**src/rtl/codificador_sequencial_parametrizado_if.sv**
```systemverilog
// Request/result bundle for the sequential encoder.
// Master drives requests and ready; slave returns the held code.
interface codificador_sequencial_parametrizado_if #(
  parameter int N = 7
);
  localparam int CW = $clog2(N + 1);

  logic [N-1:0]  din;
  logic          mode;
  logic          code_ready;
  logic [CW-1:0] code_out;
  logic          code_valid;
  logic          err;
  logic          busy;

  modport master (
    output din, mode, code_ready,
    input  code_out, code_valid, err, busy
  );

  modport slave (
    input  din, mode, code_ready,
    output code_out, code_valid, err, busy
  );
endinterface

```
**src/rtl/codificador_sequencial_parametrizado.sv**
```systemverilog
// Stability-filtered N-line encoder, strict one-hot or priority.
// One code per press, held on valid/ready until consumed.
module codificador_sequencial_parametrizado #(
  parameter int N             = 7,
  parameter int STABLE_CYCLES = 4
) (
  input logic clk,
  input logic rst,
  codificador_sequencial_parametrizado_if.slave bus
);
  localparam int CW   = $clog2(N + 1);
  localparam int CNTW = $clog2(STABLE_CYCLES + 1);
  localparam logic [CNTW:0] LP_SC = (CNTW + 1)'(STABLE_CYCLES);

  typedef enum logic [1:0] {
    S_IDLE,
    S_STABLE,
    S_HOLD,
    S_RELEASE
  } state_t;

  state_t        r_state;
  logic [N-1:0]  r_sample;
  logic [CNTW-1:0] r_cnt;
  logic [CW-1:0] r_code;
  logic          r_valid;
  logic          r_err;

  logic [CNTW:0] w_cnt_inc;
  logic [CW:0]   w_enc_din;
  logic [CW:0]   w_enc_smp;
  logic          w_din_zero;

  // {err, code}: highest set line wins unless strict mode sees >1 line
  function automatic logic [CW:0] f_encode(
    input logic [N-1:0] v,
    input logic         m
  );
    logic [CW-1:0] hi;
    logic          multi;
    hi = '0;
    for (int i = 0; i < N; i++) begin
      if (v[i]) hi = CW'(i + 1);
    end
    multi = |(v & (v - N'(1)));
    if (!m && multi) return {1'b1, {CW{1'b0}}};
    return {1'b0, hi};
  endfunction

  assign w_cnt_inc  = {1'b0, r_cnt} + (CNTW + 1)'(1);
  assign w_din_zero = (bus.din == '0);
  assign w_enc_din  = f_encode(bus.din, bus.mode);
  assign w_enc_smp  = f_encode(r_sample, bus.mode);

  // Press filter, encode, hold-until-ready and release wait
  always_ff @(posedge clk) begin
    if (rst) begin
      r_state  <= S_IDLE;
      r_sample <= '0;
      r_cnt    <= '0;
      r_code   <= '0;
      r_valid  <= 1'b0;
      r_err    <= 1'b0;
    end else begin
      case (r_state)
        S_IDLE: begin
          if (!w_din_zero) begin
            r_sample <= bus.din;
            r_cnt    <= (CNTW)'(1);
            if (STABLE_CYCLES == 1) begin
              r_code  <= w_enc_din[CW-1:0];
              r_err   <= w_enc_din[CW];
              r_valid <= 1'b1;
              r_state <= S_HOLD;
            end else begin
              r_state <= S_STABLE;
            end
          end
        end
        S_STABLE: begin
          if (w_din_zero) begin
            r_cnt   <= '0;
            r_state <= S_IDLE;
          end else if (bus.din != r_sample) begin
            r_sample <= bus.din;
            r_cnt    <= (CNTW)'(1);
          end else begin
            r_cnt <= w_cnt_inc[CNTW-1:0];
            if (w_cnt_inc == LP_SC) begin
              r_code  <= w_enc_smp[CW-1:0];
              r_err   <= w_enc_smp[CW];
              r_valid <= 1'b1;
              r_state <= S_HOLD;
            end
          end
        end
        S_HOLD: begin
          if (bus.code_ready) begin
            r_valid <= 1'b0;
            r_state <= S_RELEASE;
          end
        end
        S_RELEASE: begin
          if (w_din_zero) r_state <= S_IDLE;
        end
        default: r_state <= S_IDLE;
      endcase
    end
  end

  assign bus.code_out   = r_code;
  assign bus.code_valid = r_valid;
  assign bus.err        = r_err;
  assign bus.busy       = (r_state != S_IDLE);
endmodule

```
**src/flat_wrapper.sv**
```systemverilog
// flat-port wrapper written by rule: the top's interface ports become plain ports
module codificador_sequencial_parametrizado_flat 
#(
  parameter int N             = 7,
  parameter int STABLE_CYCLES = 4
)
  (clk, rst, bus_din, bus_mode, bus_code_ready, bus_code_out, bus_code_valid, bus_err, bus_busy);
  codificador_sequencial_parametrizado_if #(.N(N)) bus_i ();
  input logic clk;
  input logic rst;
  input wire logic [$bits(bus_i.din)-1:0] bus_din;
  input wire logic [$bits(bus_i.mode)-1:0] bus_mode;
  input wire logic [$bits(bus_i.code_ready)-1:0] bus_code_ready;
  output wire logic [$bits(bus_i.code_out)-1:0] bus_code_out;
  output wire logic [$bits(bus_i.code_valid)-1:0] bus_code_valid;
  output wire logic [$bits(bus_i.err)-1:0] bus_err;
  output wire logic [$bits(bus_i.busy)-1:0] bus_busy;
  assign bus_i.din = bus_din;
  assign bus_i.mode = bus_mode;
  assign bus_i.code_ready = bus_code_ready;
  assign bus_code_out = bus_i.code_out;
  assign bus_code_valid = bus_i.code_valid;
  assign bus_err = bus_i.err;
  assign bus_busy = bus_i.busy;
  codificador_sequencial_parametrizado #(.N(N), .STABLE_CYCLES(STABLE_CYCLES)) u_core (.clk(clk), .rst(rst), .bus(bus_i));
endmodule
```
**config.mk**
```make
export PLATFORM = sky130hd
export DESIGN_NAME = codificador_sequencial_parametrizado_flat
export DESIGN_NICKNAME = d
export VERILOG_FILES = /design/src/rtl/codificador_sequencial_parametrizado_if.sv /design/src/rtl/codificador_sequencial_parametrizado.sv /design/src/flat_wrapper.sv
export SDC_FILE = /design/constraint.sdc
export NUM_CORES = 1
export LEC_CHECK = 0
export ABC_AREA = 0
export CAP_MARGIN = 30
export CELL_PAD_IN_SITES_DETAIL_PLACEMENT = 1
export CELL_PAD_IN_SITES_GLOBAL_PLACEMENT = 1
export CORE_ASPECT_RATIO = 0.6
export CORE_MARGIN = 3
export CORE_UTILIZATION = 35
export CTS_CLUSTER_DIAMETER = 120
export DETAILED_ROUTE_END_ITERATION = 7
export HOLD_SLACK_MARGIN = 0.06
export PLACE_DENSITY = 0.79
export SLEW_MARGIN = 30
export SYNTH_ARGS = -nofsm -noshare
export SYNTH_HDL_FRONTEND = slang
export SYNTH_SLANG_ARGS = --single-unit
```
**constraint.sdc**
```tcl
create_clock -name clk -period 1.5 [get_ports clk]
set_clock_uncertainty 0.05 [all_clocks]
set_input_delay 0.225 -clock clk [delete_from_list [all_inputs] [get_ports clk]]
set_output_delay 0.225 -clock clk [all_outputs]
set_load 0.1 [all_outputs]
```
# Word-level counts from Yosys, hierarchy flattened
# Index checks and enable logic that the tools add are counted.
[classes]
addsub = 2
n_eq_ne = 14
n_mux = 30
bitwise_logic = 3
n_reduce_logical = 13
[op_table]
columns = ["cell", "count"]
rows = [
  ["two-way mux 3 bit", 7],
  ["two-way mux 7 bit", 3],
  ["two-way mux 2 bit", 8],
  ["one-hot mux 7 bit (2 select lines)", 1],
  ["AND reduction 5 bit", 2],
  ["two-way mux 4 bit", 2],
  ["!= test 2 bit (second input constant)", 4],
  ["one-hot mux 2 bit (4 select lines)", 1],
  ["AND reduction 4 bit", 2],
  ["bitwise AND 7 bit", 1],
  ["logical NOT 7 bit", 1],
  ["!= test 7 bit", 1],
  ["OR reduction 7 bit", 1],
  ["subtractor 7 x 1 -> 7 bit (second input constant)", 1],
  ["two-way mux 1 bit", 6],
  ["!= test 2 x 1 -> 1 bit (second input constant)", 3],
  ["one-hot mux 3 bit (2 select lines)", 1],
  ["nonzero test 2 bit", 3],
  ["adder 3 x 1 -> 4 bit (second input constant)", 1],
  ["== test 2 bit (second input constant)", 2],
  ["== test 4 x 3 -> 1 bit (second input constant)", 1],
  ["!= test 3 x 1 -> 1 bit (second input constant)", 1],
  ["!= test 3 x 2 -> 1 bit (second input constant)", 1],
  ["== test 2 x 1 -> 1 bit (second input constant)", 1],
  ["6 further kinds", 7],
]
[word_totals]
regBits = 17
in_bits = 11
output_inout_bits = 6
word_cells = 68

# Logic depth before layout (Yosys ltp)
# Gate-level depths: netlist of run 1.
[logic_depth]
word_depth = 8
mapped_depth = 6
ltp_nobuf = 5

# Worst setup path before layout of run 1
# Ideal clock, no wire load.
[synth_timing]
path_kind = "register to register"
startpoint = "register u_core.r_sample[2]"
endpoint = "register u_core.r_code[0] (netlist: u_core.bus.code_out[0])"
setup_ps = 92
t_arrival_ps = 1455
t_required_ps = 1358
path_slack_ps = -98
path_stages_with_launch = 7
n_path_buf = 1
period_less_slack_ps = 1598
path_cell_list = "dfxtp_1 -> buf_4 -> xnor2_2 -> nand4b_4 -> nor4b_4 -> nand2_1 -> o32ai_1"
[synth_via]
elab_chain_len = 6
elab_cells_between_ends = 14
cone_classes = "add/sub: 1; eq/ne: 1; mux: 7; bitwise: 2; reduce/logical: 3"
[synth_rtl]
columns = ["element", "line_no", "rtl"]
rows = [
  ["start: declaration", "codificador_sequencial_parametrizado.sv:23", "logic [N-1:0] r_sample;"],
  ["start signal: assignment", "codificador_sequencial_parametrizado.sv:68", "r_sample <= bus.din;"],
  ["start signal: assignment", "codificador_sequencial_parametrizado.sv:85", "r_sample <= bus.din;"],
  ["subtractor 7 x 1 -> 7 bit or two-way mux 2 bit (tied branches)", "codificador_sequencial_parametrizado.sv:45, codificador_sequencial_parametrizado.sv:43", ""],
  ["bitwise AND 7 bit or two-way mux 3 bit (tied branches)", "codificador_sequencial_parametrizado.sv:45, codificador_sequencial_parametrizado.sv:43", ""],
  ["OR reduction 7 bit or two-way mux 3 bit (tied branches)", "codificador_sequencial_parametrizado.sv:45, codificador_sequencial_parametrizado.sv:43", ""],
  ["logical AND 1 bit or two-way mux 3 bit (tied branches)", "codificador_sequencial_parametrizado.sv:46, codificador_sequencial_parametrizado.sv:43", ""],
  ["two-way mux 1 bit or two-way mux 3 bit (tied branches)", "codificador_sequencial_parametrizado.sv:46, codificador_sequencial_parametrizado.sv:43", ""],
  ["two-way mux 4 bit", "codificador_sequencial_parametrizado.sv:47", "return {1'b0, hi};"],
  ["end signal: assignment", "codificador_sequencial_parametrizado.sv:71", "r_code <= w_enc_din[CW-1:0];"],
  ["end signal: assignment", "codificador_sequencial_parametrizado.sv:90", "r_code <= w_enc_smp[CW-1:0];"],
  ["end: declaration", "codificador_sequencial_parametrizado.sv:25", "logic [CW-1:0] r_code;"],
]
# Parallel ways exist; a longest one is shown, timed or not.
# A chain may end at the register's enable or synchronous reset.

# Final worst setup path of run 1
[layout_timing]
startpoint = "register u_core.r_sample[3]"
endpoint = "register u_core.r_code[2] (netlist: u_core.bus.code_out[2])"
[layout_via]
elab_chain_len = 6
elab_cells_between_ends = 13
cone_classes = "add/sub: 1; eq/ne: 1; mux: 6; bitwise: 2; reduce/logical: 3"
[layout_rtl]
columns = ["element", "line_no", "rtl"]
rows = [
  ["subtractor 7 x 1 -> 7 bit", "codificador_sequencial_parametrizado.sv:45", "multi = |(v & (v - N'(1)));"],
  ["bitwise AND 7 bit", "codificador_sequencial_parametrizado.sv:45", ""],
  ["OR reduction 7 bit", "codificador_sequencial_parametrizado.sv:45", ""],
  ["logical AND 1 bit", "codificador_sequencial_parametrizado.sv:46", "if (!m && multi) return {1'b1, {CW{1'b0}}};"],
  ["two-way mux 1 bit", "codificador_sequencial_parametrizado.sv:46", ""],
  ["two-way mux 4 bit", "codificador_sequencial_parametrizado.sv:47", ""],
]
# Parallel ways exist; a longest one is shown, timed or not.

==> results.json, run 1 <==
{
  "status": "finished with violations",
  "violations": "negative setup slack",
  "cap_violations": 0,
  "via_per_inst": 5.32,
  "insertion_delay_ns": 0.26,
  "min_period_ns": 1.63,
  "peakVddDrop_uv": 402,
  "arrival_ns": 1.77,
  "wirelength_mm": 4.13,
  "area_growth_pct": 69.4,
  "routedWlPerCell_um": 21.4,
  "cts_buffers": 3,
  "io_pins": 17,
  "drive_above_1_share_pct": 52.3,
  "globalplace.congestion": 0.785,
  "final.fill_count": 281,
  "antenna_found_initial": 0,
  "dieArea_um2": 3630,
  "syn_nets": 119,
  "hold_viol": 0,
  "h-tree-depth": 1,
  "die_x_um": 75.9,
  "dpl.hpwl_mm": 2.31,
  "worst_pin_slew_ns": 0.339,
  "first_pass_iters": 4,
  "synth_cells": 107,
  "antenna_cells": 0,
  "path_clk_slew_ns": 0.07,
  "ys_async_sr_fraction_pct": 0,
  "cts_buffer_depth": 2,
  "stdcell_area_um2": 1740,
  "ys.flop_type": "dfxtp_1",
  "synth_seq_area_share_pct": 33.2,
  "ant_nets": 0,
  "die_h_um": 47.9,
  "maxSlewViolCount": 0,
  "rsz0062_at_grt": "true",
  "routed-via-count": 1026,
  "min_path_type": "flip-flop to flip-flop",
  "clock-root-buffer": "clkbuf_8",
  "critPathRequiredTime_ns": 1.64,
  "drtIter0Drc": 57,
  "port_buffers": 16,
  "syn_area_um2": 1020,
  "fin_util_pct": 65.6,
  "finalSetupViolCount": 17,
  "synthAdderAreaFrac_pct": 1.22,
  "postPlaceCellArea_um2": 1460,
  "yosys_warnings": 0,
  "start_util_pct": 38.7,
  "avgSynthCellArea_um2": 9.58,
  "rows": 14,
  "critPathKind": "flip-flop to flip-flop",
  "synth_simple_gate_area_share_pct": 26.1,
  "synth-xor-area-share_pct": 10.7,
  "layout_setup_ws_ns": -0.129,
  "grt_overflow": 0,
  "drc": 0,
  "synthMuxAreaShare_pct": 6.84,
  "synth_compound_area_share_pct": 17.8,
  "synth_top_family_by_area": "simple AND/OR/NAND/NOR gates",
  "crit_fanout": 5,
  "track_usage_pct": 21.7,
  "relSlewSlack_pct": 77.4,
  "grt_max_degree": 11,
  "post-route-period-util_pct": 109,
  "ys_seq_elements": 17,
  "cts_tree": "yes",
  "leakage_nw": 0.655,
  "grt_pass1_vias": 1072,
  "fin_nets": 166,
  "cp-end-kind": "flip-flop",
  "synth-edff-count": 0,
  "cp-start-kind": "flip-flop",
  "fmax_mhz": 614,
  "cellPowerDensity_nw_per_um2": 666,
  "cts.sinks": 17,
  "grt_pass1_wl_mm": 5.52,
  "synth.distinct_cells": 37,
  "postCtsHoldBufs": 0,
  "core_um2": 2650
}
## state kept, by name (all words and copies together) (netlist names), named ones only
| name | cells |
|---|---|
| u_core.bus.code_valid | 1 |
| u_core.r_state | 1 |
| u_core.r_sample | 7 |
| u_core.bus.err | 1 |
| u_core.r_cnt | 3 |
| u_core.bus.code_out | 3 |
## report_power, final
part | internal [W] | switching, W | leakage, nW
sequential | 0.000464 | 0.0000287 | 0.143
clock | 0.000185 | 0.000168 | 0.0255
combinational | 0.000156 | 0.000153 | 0.487
total | 0.000805 | 0.000350 | 0.655
## final cells by class
type	count	area, um2	area share, %
clock buffers	3	41.3	2.38
clock inverters	1	5.00	0.288
inverters	4	15.0	0.865
multi-input cells	82	807	46.5
flip-flops and latches	17	363	20.9
well taps	40	50.0	2.88
repair buffers	46	454	26.2
## cells in the final DEF, fill, tap and decap left out, types with 2 or more instances in the layout
cell	n
a21oi_1	5
a311oi_2	2
buf_12	6
buf_4	26
buf_6	4
clkbuf_8	3
clkdlybuf4s50_1	3
dfxtp_1	9
dfxtp_2	3
dfxtp_4	5
dlygate4sd2_1	6
inv_1	4
mux2i_1	6
nand2_1	8
nand2b_1	2
nor2_1	13
nor3_2	2
o21ai_0	2
o21ai_1	3
o21ai_2	2
o32ai_1	2
xnor2_4	6
## worst max-delay path: stages (launching register included)
cell	delay, ns
dfxtp_4	0.39
xnor2_4	0.22
nand4b_4	0.17
nor4b_4	0.34
buf_4	0.20
nand4b_1	0.10
o21ai_1	0.09
## metrics by stage
| step | setup WS [ns] | instances | hold slack, ns | TNS, ns | total power [W] |
|---|---|---|---|---|---|
| 6_report | -0.129 | 193 | 0.446 | -1.34 | 0.00115 |
| 5_1_grt | -0.204 | 193 | 0.462 | -2.62 | 0.00120 |
| 4_1_cts | -0.104 | 187 | 0.427 | -0.691 | 0.00111 |
| 3_5_place_dp | -0.580 | 180 | 0.418 | -8.48 | 0.000738 |
| 3_3_place_gp | -0.519 | 180 | 0.408 | -7.74 | 0.000727 |
| 2_1_floorplan | -0.0484 | 107 | 0.319 | -0.0484 | 0.000633 |
## cells in the mapped netlist, drive strengths merged, types with 3 or more instances
library cell   n  share of area [%]
nand2          8                2.9
mux2i          7                6.8
xnor2          7                 11
a21oi          6                2.9
o21ai          7                3.4
nand2b         3                1.8
inv            4                1.5
nor2          14                5.1
nor3           3                1.5
dfxtp         17                 33
## kinds of logic (layout without fill, tap and decap cells)
family	Yosys count	after routing
xor gates and xnor gates	7	7
AOI/OAI and AO/OA	26	26
adders and majority gates	1	1
muxes	7	7
buffers and inverters	8	54
DFF	17	17
and+or+nand+nor	41	41
## routing by layer
layer,vias up,share of wire (%),global-route usage [%]
met5,-,0,0
met4,0,1.5,6.27
met3,6,5.1,6.29
met2,35,49,37.4
met1,508,44,26.8
li1,477,-,-
## worst paths after layout
check                                   startpoint                      to  slack, ns  cells past startpoint
worst max-delay path            u_core.r_sample[3]  u_core.bus.code_out[2]      -0.13                      6
worst min-delay path               u_core.r_cnt[2]         u_core.r_cnt[2]       0.45                      2
worst max register to register  u_core.r_sample[3]  u_core.bus.code_out[2]      -0.13                      6
worst min register to register     u_core.r_cnt[2]         u_core.r_cnt[2]       0.45                      2
## repair_timing
action,CTS,global route
pin swaps,13,12
cloned,0,0
setup buffers,3,6
gates resized for setup,32,20
endpoints found under the setup margin,18,17
(Power assumes the default switching activity.)
==> run 2: changes to the inputs <==
--- a/config.mk
+++ b/config.mk
@@ -11,11 +11,12 @@
 export CELL_PAD_IN_SITES_GLOBAL_PLACEMENT = 1
 export CORE_ASPECT_RATIO = 0.6
 export CORE_MARGIN = 3
-export CORE_UTILIZATION = 35
+export CORE_UTILIZATION = 36
 export CTS_CLUSTER_DIAMETER = 120
 export DETAILED_ROUTE_END_ITERATION = 7
 export HOLD_SLACK_MARGIN = 0.06
-export PLACE_DENSITY = 0.79
+export PLACE_DENSITY = 0.8
+export SKIP_CTS_REPAIR_TIMING = 1
 export SLEW_MARGIN = 30
 export SYNTH_ARGS = -nofsm -noshare
 export SYNTH_HDL_FRONTEND = slang
==> run 2 against run 1 <==
Against the previous run:
- the flow still finishes with violations (negative setup slack)
- power fell by 2.2%
- highest routed layer unchanged
- sequential share of layout area rose by 0.75 points
- largest power group unchanged
- count of clock-buffer cells in the layout rose by 1
- final area fell by 3.5%
- sequential cell count did not move
- worst hold slack got worse by 0.093 ns
- critical path type unchanged
- largest cell class unchanged
- non-clock buffer count fell by 3
- sequential power barely moved
- routed wire length fell by 8.3%
- critical path depth did not move
- core utilization fell by 1.4 points
- maximum frequency fell by 4.3%
==> results.json, run 2 (synthesis gave the netlist of run 1 again) <==
{
  "routed-via-count": 1023,
  "h-tree-depth": 1,
  "crit_fanout": 3,
  "layout_setup_ws_ns": -0.202,
  "wirelength_mm": 3.79,
  "cts_buffer_depth": 2,
  "die_h_um": 47.3,
  "fin_nets": 163,
  "cellPowerDensity_nw_per_um2": 674,
  "cap_violations": 0,
  "whs_path_depth": 3,
  "ant_nets": 0,
  "clock-root-buffer": "clkbuf_8",
  "drive_above_1_share_pct": 45.3,
  "cts_buffers": 3,
  "worst_pin_slew_ns": 0.486,
  "critPathRequiredTime_ns": 1.64,
  "finalPower_w": 0.00113,
  "drtIter0Drc": 48,
  "maxSlewViolCount": 0,
  "largest_register_ff_count": 7,
  "core_um2": 2610,
  "grt_pass1_vias": 1001,
  "post-route-period-util_pct": 113,
  "io_pins": 17,
  "min_period_ns": 1.70,
  "final.fill_count": 273,
  "die_x_um": 74.9,
  "status": "finished with violations",
  "cp-start-kind": "flip-flop",
  "dieArea_um2": 3540,
  "min_path_type": "primary input to flip-flop",
  "critPathKind": "flip-flop to flip-flop",
  "postPlaceCellArea_um2": 1490,
  "globalplace.congestion": 0.784,
  "cts.sinks": 17,
  "layout_common_cells": "buf_4, nor2_1, dfxtp_1",
  "grt_pass1_wl_mm": 4.83,
  "drc": 0,
  "dp.cells": 175,
  "final_common_cell": "buf_4",
  "cts_tree": "yes",
  "grt_max_degree": 13,
  "fin_util_pct": 64.2,
  "leakage_nw": 0.668,
  "hold_viol": 0,
  "stdcell_area_um2": 1680,
  "antenna_cells": 0,
  "path_clk_slew_ns": 0.07,
  "track_usage_pct": 18.6,
  "peakVddDrop_uv": 371,
  "cp-end-kind": "flip-flop",
  "area_growth_pct": 63.5,
  "start_util_pct": 39.3,
  "via_per_inst": 5.62,
  "arrival_ns": 1.84,
  "violations": "negative setup slack",
  "dpl.hpwl_mm": 2.36,
  "largest-register": "u_core.r_sample",
  "relSlewSlack_pct": 67.5,
  "grt_overflow": 0,
  "antenna_found_initial": 0,
  "place_ws_ns": -0.595,
  "first_pass_iters": 4,
  "rsz0062_at_grt": "true",
  "worstRegToRegCells": 6,
  "instances_no_fill": 182,
  "insertion_delay_ns": 0.25,
  "fmax_mhz": 587,
  "port_buffers": 16,
  "finalSetupViolCount": 16,
  "routedWlPerCell_um": 20.8,
  "rows": 14
}
[run 2: layout make-up]
type	instances	area [um2]	share of cell area, %
Multi-Input combinational cell	82	759	45.3
Timing Repair Buffer	43	453	27.0
Sequential cell	17	363	21.7
Clock buffer	4	45.0	2.69
Tap cell	32	40.0	2.39
Inverter	4	15.0	0.896
[run 2: through the flow]
step,setup TNS (ns),hold slack (ns)
floorplan,-0.0484,0.319
global placement,-7.95,0.410
detailed placement,-8.80,0.410
CTS,-4.99,0.422
global route,-2.69,0.356
finish,-1.41,0.353
[run 2: final timing paths]
kind | startpoint | endpoint | slack [ns]
worst max-delay path | u_core.r_cnt[1] | u_core.bus.code_out[2] | -0.20
worst min-delay path | bus_din[3] | u_core.r_sample[3] | 0.35
worst max register to register | u_core.r_cnt[1] | u_core.bus.code_out[2] | -0.20
worst min register to register | u_core.bus.code_out[2] | u_core.bus.code_out[2] | 0.48
[run 2: where the power goes]
group	leakage, nW	switching [W]	total (W)	internal, W
logic	0.502	0.000138	0.000284	0.000146
clock network	0.0228	0.000165	0.000354	0.000189
registers	0.143	0.0000274	0.000491	0.000464
[run 2: metal layers]
metal	up-vias	GRT usage, %	part of all wire, %
met5	-	0	0
met4	0	1.06	0.37
met3	2	5.34	4.9
met2	32	32.5	49
met1	514	24.3	45
li1	475	-	-
[run 2: worst max-delay path: stages (launching register included)]
cell and delay (ns):
dfxtp_1 0.35, ha_1 0.19, nor2b_1 0.29, nor4b_4 0.39
buf_4 0.19, nand4b_1 0.09, o21ai_1 0.10
==> run 3: changes to the inputs <==
--- a/config.mk
+++ b/config.mk
@@ -12,7 +12,6 @@
 export CORE_ASPECT_RATIO = 0.6
 export CORE_MARGIN = 3
 export CORE_UTILIZATION = 36
-export CTS_CLUSTER_DIAMETER = 120
 export DETAILED_ROUTE_END_ITERATION = 7
 export HOLD_SLACK_MARGIN = 0.06
 export PLACE_DENSITY = 0.8
==> results of run 3 <==
No change in the layout: final DEF, timing and power equal those of run 2.
